==> src/rtl/fpaddsub_norm_pack_pkg.sv <==
// Shared widths, constants and rounding helper for the add/sub normalise-and-pack pipeline.
package fpaddsub_pkg;

  localparam int EXP_W  = 8;
  localparam int FRAC_W = 23;
  localparam int MR_W   = 26;
  localparam int BIAS   = 127;
  localparam int LZC_W  = 5;

  localparam logic [EXP_W-1:0] EXP_MAX  = 8'hFF;
  localparam logic [30:0]      INF_MAG  = 31'h7F80_0000;
  localparam logic [31:0]      QNAN     = 32'h7FC0_0000;
  localparam logic [31:0]      POS_INF  = 32'h7F80_0000;
  localparam logic [31:0]      NEG_INF  = 32'hFF80_0000;

  // Round-to-nearest-even increment decision.
  function automatic logic rne_inc(input logic guard, input logic sticky, input logic lsb);
    return guard & (sticky | lsb);
  endfunction

endpackage

==> src/rtl/fpaddsub_norm_pack_lzc26.sv <==
// 26-bit leading-zero counter; count is 26 and zero flag set for an all-zero word.
module fpaddsub_lzc26
  import fpaddsub_pkg::*;
(
  input  logic [MR_W-1:0]  i_data,
  output logic [LZC_W-1:0] o_count,
  output logic             o_zero
);

  // Scan upward so the most significant set bit is the last one to win.
  always_comb begin
    o_count = 5'd26;
    o_zero  = (i_data == 26'd0);
    for (int i = 0; i < MR_W; i++) begin
      o_count = i_data[i] ? 5'(MR_W - 1 - i) : o_count;
    end
  end

endmodule

==> src/rtl/fpaddsub_norm_pack.sv <==
// Normalise, round (RNE) and pack a single-precision add/sub result in three stages.
// Optional Ovf/Unf/Inx outputs are enabled with macro FPADDSUB_PACK_FLAGS_EN.
module fpaddsub_norm_pack
  import fpaddsub_pkg::*;
(
  input  logic              clk,
  input  logic              rst,
  input  logic              in_valid,
  output logic              in_ready,
  input  logic              Sr,
  input  logic [EXP_W-1:0]  Er,
  input  logic [MR_W-1:0]   Mr,
  input  logic              Sticky,
  output logic [31:0]       Z,
  output logic              out_valid,
  input  logic              out_ready
`ifdef FPADDSUB_PACK_FLAGS_EN
  ,
  output logic              Ovf,
  output logic              Unf,
  output logic              Inx
`endif
);

  logic              w_advance;
  logic [LZC_W-1:0]  w_lzc_cnt;
  logic              w_lzc_zero;

  logic              r_s1_valid;
  logic              r_s1_sign;
  logic [EXP_W-1:0]  r_s1_exp;
  logic [MR_W-1:0]   r_s1_mr;
  logic              r_s1_sticky;
  logic [LZC_W-1:0]  r_s1_lzc;

  logic [7:0]        w_max_sh;
  logic [7:0]        w_sh;
  logic [24:0]       w_norm;
  logic [8:0]        w_exp_raw;
  logic [8:0]        w_exp;
  logic              w_stk;

  logic              r_s2_valid;
  logic              r_s2_sign;
  logic [8:0]        r_s2_exp;
  logic [23:0]       r_s2_man;
  logic              r_s2_sticky;

  logic [FRAC_W-1:0] w_frac;
  logic              w_guard;
  logic              w_inc;
  logic [31:0]       w_sum;
  logic              w_ovf;
  logic [31:0]       w_z;

  assign w_advance = ~out_valid | out_ready;
  assign in_ready  = w_advance;

  fpaddsub_lzc26 u_lzc (
    .i_data  (Mr),
    .o_count (w_lzc_cnt),
    .o_zero  (w_lzc_zero)
  );

  // Stage 1: capture operand and the leading-zero count of Mr[24:0].
  always_ff @(posedge clk) begin
    if (rst) begin
      r_s1_valid  <= 1'b0;
      r_s1_sign   <= 1'b0;
      r_s1_exp    <= 8'd0;
      r_s1_mr     <= 26'd0;
      r_s1_sticky <= 1'b0;
      r_s1_lzc    <= 5'd0;
    end else if (w_advance) begin
      r_s1_valid  <= in_valid;
      r_s1_sign   <= Sr;
      r_s1_exp    <= Er;
      r_s1_mr     <= Mr;
      r_s1_sticky <= Sticky;
      r_s1_lzc    <= w_lzc_zero ? 5'd25 : (w_lzc_cnt - 5'd1);
    end
  end

  // Left shift is capped at Er-1 so the exponent never drops below the denormal encoding.
  always_comb begin
    w_max_sh = (r_s1_exp == 8'd0) ? 8'd0 : (r_s1_exp - 8'd1);
    w_sh     = ({3'd0, r_s1_lzc} > w_max_sh) ? w_max_sh : {3'd0, r_s1_lzc};
    if (r_s1_mr[25]) begin
      w_norm    = r_s1_mr[25:1];
      w_stk     = r_s1_sticky | r_s1_mr[0];
      w_exp_raw = {1'b0, r_s1_exp} + 9'd1;
    end else begin
      w_norm    = r_s1_mr[24:0] << w_sh;
      w_stk     = r_s1_sticky;
      w_exp_raw = {1'b0, r_s1_exp} - {1'b0, w_sh};
    end
    w_exp = w_norm[24] ? w_exp_raw : 9'd0;
  end

  // Stage 2: register normalised mantissa and adjusted exponent.
  always_ff @(posedge clk) begin
    if (rst) begin
      r_s2_valid  <= 1'b0;
      r_s2_sign   <= 1'b0;
      r_s2_exp    <= 9'd0;
      r_s2_man    <= 24'd0;
      r_s2_sticky <= 1'b0;
    end else if (w_advance) begin
      r_s2_valid  <= r_s1_valid;
      r_s2_sign   <= r_s1_sign;
      r_s2_exp    <= w_exp;
      r_s2_man    <= w_norm[23:0];
      r_s2_sticky <= w_stk;
    end
  end

  // Rounding adds into {exp,frac} so a mantissa carry bumps the exponent directly.
  always_comb begin
    w_frac  = r_s2_man[23:1];
    w_guard = r_s2_man[0];
    w_inc   = rne_inc(w_guard, r_s2_sticky, w_frac[0]);
    w_sum   = {r_s2_exp, w_frac} + {31'd0, w_inc};
    w_ovf   = (w_sum[31:23] >= 9'd255);
    w_z     = w_ovf ? {r_s2_sign, INF_MAG} : {r_s2_sign, w_sum[30:0]};
  end

  // Stage 3: output register.
  always_ff @(posedge clk) begin
    if (rst) begin
      out_valid <= 1'b0;
      Z         <= 32'd0;
    end else if (w_advance) begin
      out_valid <= r_s2_valid;
      Z         <= w_z;
    end
  end

`ifdef FPADDSUB_PACK_FLAGS_EN
  logic w_inx;
  logic w_unf;

  always_comb begin
    w_inx = w_guard | r_s2_sticky;
    w_unf = ~w_ovf & (w_sum[30:23] == 8'd0) & w_inx;
  end

  // Flags travel with Z.
  always_ff @(posedge clk) begin
    if (rst) begin
      Ovf <= 1'b0;
      Unf <= 1'b0;
      Inx <= 1'b0;
    end else if (w_advance) begin
      Ovf <= w_ovf;
      Unf <= w_unf;
      Inx <= w_inx;
    end
  end
`endif

endmodule

==> config.mk <==
export PLATFORM = sky130hd
export DESIGN_NAME = fpaddsub_norm_pack
export DESIGN_NICKNAME = d
export VERILOG_FILES = /design/src/rtl/fpaddsub_norm_pack_pkg.sv /design/src/rtl/fpaddsub_norm_pack_lzc26.sv /design/src/rtl/fpaddsub_norm_pack.sv
export SDC_FILE = /design/constraint.sdc
export NUM_CORES = 1
export LEC_CHECK = 0
export ABC_AREA = 1
export CORE_MARGIN = 4
export CORE_UTILIZATION = 54
export CTS_BUF_LIST = sky130_fd_sc_hd__clkbuf_2 sky130_fd_sc_hd__clkbuf_4 sky130_fd_sc_hd__clkbuf_8
export DETAILED_ROUTE_END_ITERATION = 12
export GPL_TIMING_DRIVEN = 1
export PLACE_DENSITY = 0.8
export SLEW_MARGIN = 10
export SYNTH_ARGS = -nofsm -noshare
export SYNTH_HDL_FRONTEND = slang
export SYNTH_SLANG_ARGS = --single-unit
==> constraint.sdc <==
create_clock -name clk -period 4.4 [get_ports clk]
set_input_delay 1.1 -clock clk [delete_from_list [all_inputs] [get_ports clk]]
set_output_delay 1.1 -clock clk [all_outputs]
set_load 0.02 [all_outputs]
; ---- Word level (Yosys, flattened, before mapping)
; Index checks and enable logic that the tools add are counted.
[word_totals]
register_bits = 111
input_bits = 40
out_inout_bits = 34
word_cells = 62
[op_classes]
addsub = 5
magnitude_cmp = 2
shifts = 1
muxes = 34
bitwise_logic = 5
n_reduce_logical = 2
[op_table]
columns = op, count
row1 = two-way mux 5 bit, 26
row2 = adder 32 x 1 -> 32 bit, 1
row3 = two-way mux 31 bit, 1
row4 = zero test 26 bit, 1
row5 = two-way mux 25 bit, 1
row6 = left shift 25 x 8 -> 25 bit, 1
row7 = two-way mux 9 bit, 2
row8 = two-way mux 8 bit, 2
row9 = "adder 8 x 1 -> 9 bit, second input constant", 1
row10 = "greater-or-equal comparator 9 x 8 -> 1 bit, second input constant", 1
row11 = subtractor 8 x 8 -> 9 bit, 1
row12 = > comparator 5 x 8 -> 1 bit, 1
row13 = zero test 8 bit, 1
row14 = "subtractor 8 x 1 -> 8 bit, second input constant", 1
row15 = "subtractor 5 x 1 -> 5 bit, second input constant", 1
row16 = bitwise OR 1 bit, 3
row17 = two-way mux 2 bit, 1
row18 = AND 1 bit, 1
row19 = two-way mux 1 bit, 1
row20 = NOT 1 bit, 1

; ---- Logic depth before layout (Yosys ltp)
[depth]
word_depth = 28
depth_mapped = 32
ltp_nobuf = 32

; ---- Modules after synthesis
; A second synthesis with hierarchy kept.
[unflattened]
cells_unflattened = 1158
area_unflattened_um2 = 7482.2
[by_module_without_submodules]
columns = module, instances, cells_per_inst, area_per_inst_um2, seq_area_each_um2
row1 = fpaddsub_norm_pack, 1, 1075, 7115.6, 2222.1
row2 = fpaddsub_lzc26, 1, 83, 366.6, 0.0

; ---- Worst setup path before layout
; Ideal clock, no wire load.
[synth_path]
path_kind = register to register
from = register r_s1_exp[1]
to = register r_s2_exp[8]
setup_time_ps = 128
arrival_time_ps = 4319
t_required_ps = 4272
setup_slack_ps = -47
stages_incl_launch_ff = 30
n_path_buf = 1
period_less_slack_ps = 4447
path_cell_list = dfxtp_1 inv_1 ha_1 nand4_1 inv_1 a21oi_1 o21ai_0 ha_1 nand2_1 o21ai_0 a21oi_1 nor2_1 nand2_1 o21ai_2 inv_1 buf_2 ha_1 nand2_1 nor2_1 o21ai_0 o21a_1 ha_1 a21oi_1 o21ai_0 a21o_1 a21oi_1 xor2_1 inv_1 nand3_1 a21oi_1
[synth_via]
elab_chain_cells = 7
word_cells_on_any_way = 11
cone_classes = add/sub (3) / order compare (1) / shift (1) / mux (5) / reduce/logical (1)
[synth_rtl]
columns = element, line
row1 = from (decl), fpaddsub_norm_pack.sv:31  ; logic [EXP_W-1:0] r_s1_exp;
row2 = from (signal assigned), fpaddsub_norm_pack.sv:77  ; r_s1_exp <= Er;
row3 = subtractor 8 x 1 -> 8 bit / zero test 8 bit (equally long branches), fpaddsub_norm_pack.sv:86  ; w_max_sh = (r_s1_exp == 8'd0) ? 8'd0 : (r_s1_exp - 8'd1);
row4 = two-way mux 8 bit, fpaddsub_norm_pack.sv:86
row5 = > comparator 5 x 8 -> 1 bit, fpaddsub_norm_pack.sv:87  ; w_sh = ({3'd0, r_s1_lzc} > w_max_sh) ? w_max_sh : {3'd0, r_s1_lzc};
row6 = two-way mux 8 bit, fpaddsub_norm_pack.sv:87
row7 = subtractor 8 x 8 -> 9 bit / left shift 25 x 8 -> 25 bit (equally long branches), "fpaddsub_norm_pack.sv:95, fpaddsub_norm_pack.sv:93"
row8 = two-way mux 9 bit / two-way mux 25 bit (equally long branches), fpaddsub_norm_pack.sv:88  ; if (r_s1_mr[25]) begin
row9 = two-way mux 9 bit *, fpaddsub_norm_pack.sv:97  ; w_exp = w_norm[24] ? w_exp_raw : 9'd0;
row10 = to (signal assigned), fpaddsub_norm_pack.sv:111  ; r_s2_exp <= w_exp;
row11 = to (decl), fpaddsub_norm_pack.sv:45  ; logic [8:0] r_s2_exp;
; Mark *: on every way between the ends. The rest lies on a longest branch, timed or not.
; A chain may end at the register's enable or synchronous reset.

; ---- Worst setup path in the final report
[layout_path]
from = register r_s1_exp[3]
to = register r_s2_exp[8]
; Same word-level chain as after synthesis.

==> flow_metrics.env <==
export IMPL_status="completed"
export IMPL_synth_cell_types=50
export IMPL_clk_latency_ns=0.38
export IMPL_drt_vias_per_instance=5.47
export IMPL_fin_ws_ns=0.140
export IMPL_synth_sequential_area_ratio_pct=31.7
export IMPL_drv_slew=0
export IMPL_core_area_um2=12700
export IMPL_vias=7127
export IMPL_grt_overflow=0
export IMPL_fin_nets=1187
export IMPL_cts_path_max_buffers=2
export IMPL_grt_pass1_wl_mm=29.2
export IMPL_period_share_pct=96.8
export IMPL_end_kind="flip-flop"
export IMPL_die_width_um=122
export IMPL_wl_per_cell_um=13.9
export IMPL_crit_fanout=5
export IMPL_grt_start_max_net_pins=110
export IMPL_crit_type="flip-flop to flip-flop"
export IMPL_port_buffers=73
export IMPL_die_area_um2=14900
export IMPL_htree_num_levels=3
export IMPL_powerDensity_nw_per_um2=380
export IMPL_fmax_mhz=235
export IMPL_startpoint_type="flip-flop"
export IMPL_dp_hpwl_mm=13.1
export IMPL_ys_seq_elements=111
export IMPL_clkTransAtPathRegs_ns=0.10
export IMPL_synthTopCellsByArea="dfxtp_1 32%, o21ai_0 11%, nand2_1 11%"
export IMPL_maxCapViolCount=0
export IMPL_start_util_pct=55.3
export IMPL_synth_top_cell_area_share_pct=31.7
export IMPL_syn_area_per_cell_um2=6.53
export IMPL_wirelength_mm=18.1
export IMPL_drc=0
export IMPL_holdWs_ns=0.477
export IMPL_numCtsBuffers=9
export IMPL_post_route_min_period_ns=4.26
export IMPL_leakage_uw=0.00350
export IMPL_pre_cts_ws_ns=-0.00367
export IMPL_antenna_found_initial=0
export IMPL_hold_buffers=0
export IMPL_arrival_ns=4.51
export IMPL_synthTopCellsByCount="210 x nand2_1, 160 x o21ai_0, 129 x a21oi_1, 127 x inv_1, 111 x dfxtp_1"
export IMPL_syn_cell_area_um2=7000
export IMPL_cp_required_ns=4.65
export IMPL_ir_drop_mv=0.176
export IMPL_synth_area_leader_cell="dfxtp_1"
export IMPL_slowest_delay_ns=0.37
export IMPL_cts_root_buf="clkbuf_8"
export IMPL_die_h_um=122
export IMPL_setup_viol=0
export IMPL_cts_tree="built"
export IMPL_slew_headroom_pct=32.0
export IMPL_place_gp_congestion=0.958
export IMPL_area_delta_synth_final_pct=17.3
export IMPL_synth_edf_count=0
export IMPL_hp_class="flip-flop to flip-flop"
export IMPL_drive_above_1_share_pct=10.7
export IMPL_synth_top_flop_cell="dfxtp_1"
export IMPL_async_reset_ff_share_pct=0
export IMPL_grt_pass1_vias=6212
export IMPL_first_pass_iters=5
export IMPL_cts_sinks=111
export IMPL_syn_nets=1133
export IMPL_syn_instance_count=1073
export IMPL_tightest_slew_ns=1.02
export IMPL_pin_count=74
export IMPL_cp_slowest_cell="dfxtp_4"
export IMPL_grt_usage_pct=23.8
export IMPL_detail_route_iter0_violations=533
export IMPL_hold_violations=0
export IMPL_diodes=0
export IMPL_fin_worst_skew_ns=0.00950
export IMPL_finalInstanceArea_um2=8210
export IMPL_yosysWarnings=0
export IMPL_placed_cell_area_um2=7870
export IMPL_yosysMostFrequentCell="nand2_1"
export IMPL_utilization_pct=64.8
export IMPL_drt_antenna_violating_nets=0
export IMPL_row_count=41
per-stage QoR:
step           cells   TNS, ns  total power (uW)
6_report        1303         0              3120
2_1_floorplan   1073         0              2120
3_5_place_dp    1279  -0.00367              2490
4_1_cts         1294         0              3040
3_3_place_gp    1279         0              2470
5_1_grt         1303    -0.200              3330
repair_timing:
item | CTS | global route
endpoints found under the hold margin | 0 | 0
endpoints found under the setup margin | 1 | 5
buffers inserted | 0 | 9
pin swaps | 1 | 13
gates resized for setup | 2 | 40
worst paths after layout:
check | start | end | slack [ns] | depth (start not counted)
setup / recovery | r_s1_exp[3] | r_s2_exp[8] | 0.14 | 29
hold reg to reg | r_s2_valid | out_valid | 0.48 | 2
hold / removal | r_s2_valid | out_valid | 0.48 | 2
setup reg to reg | r_s1_exp[3] | r_s2_exp[8] | 0.14 | 29
flip-flops by register name, indices dropped and copies added (netlist names):
register,cells
r_s1_mr,26
r_s2_sticky,1
r_s2_sign,1
Z,32
r_s1_sticky,1
out_valid,1
r_s1_exp,8
r_s2_exp,9
r_s2_man,24
r_s2_valid,1
r_s1_lzc,5
r_s1_valid,1
r_s1_sign,1
layout by cell type, fill, tap and decap left out, drive strengths merged, types with 3 or more instances in the layout:
| cell type | instances |
|---|---|
| clkdlybuf4s50 | 73 |
| buf | 29 |
| nand3 | 56 |
| xnor2 | 6 |
| a21oi | 130 |
| inv | 135 |
| mux2i | 3 |
| nand4 | 15 |
| ha | 19 |
| dfxtp | 111 |
| nor2 | 69 |
| o21ai | 169 |
| clkbuf | 10 |
| nor3 | 11 |
| a221oi | 9 |
| a31oi | 6 |
| xor2 | 18 |
| o21bai | 5 |
| clkinv | 3 |
| a21boi | 3 |
| nand2 | 214 |
| or2 | 12 |
| o211ai | 10 |
area by class of cell:
type | instances | area, um^2
Timing Repair Buffer | 102 | 961
Tap cell | 172 | 215
Fill cell | 1192 | 4460
Multi-Input combinational cell | 769 | 4130
Clock buffer | 10 | 131
Inverter | 134 | 508
Sequential cell | 111 | 2230
Clock inverter | 5 | 35.0
where the power goes:
part	internal [uW]	total, uW	switching [uW]
clock	211	553	343
combinational	519	1310	791
sequential	1140	1260	118
total	1870	3120	1250
worst max-delay path, delay by kind of cell, from the launching register on:
| kind | cells | cell delay, ns |
|---|---|---|
| buffers and inverters | 7 | 0.82 |
| AO/OA/AOI/OAI | 12 | 1.62 |
| adder cells (fa/ha/maj) | 2 | 0.54 |
| AND/OR/NAND/NOR | 7 | 0.62 |
| flip-flops | 1 | 0.37 |
| XOR/XNOR | 1 | 0.17 |
cell families (layout without fill, tap and decap cells):
group                    after synthesis  in the layout  share of synthesized area, %
AO/OA/AOI/OAI                        341            341                          26.2
XOR/XNOR                              24             24                          3.00
adder cells (fa/ha/maj)               20             20                          3.68
buffers and inverters                193            251                          10.8
flip-flops                           111            111                          31.7
multiplexers                           3              3                         0.429
AND/OR/NAND/NOR                      381            381                          24.2
routing by layer:
metal,track usage (%),wire (um),up-vias
met5,0,0,-
met4,8.05,448,0
met3,3.25,1070,41
met2,38.1,8170,235
met1,33.2,8390,3172
li1,-,-,3679
Note: power is estimated with default switching activity, not from simulation.
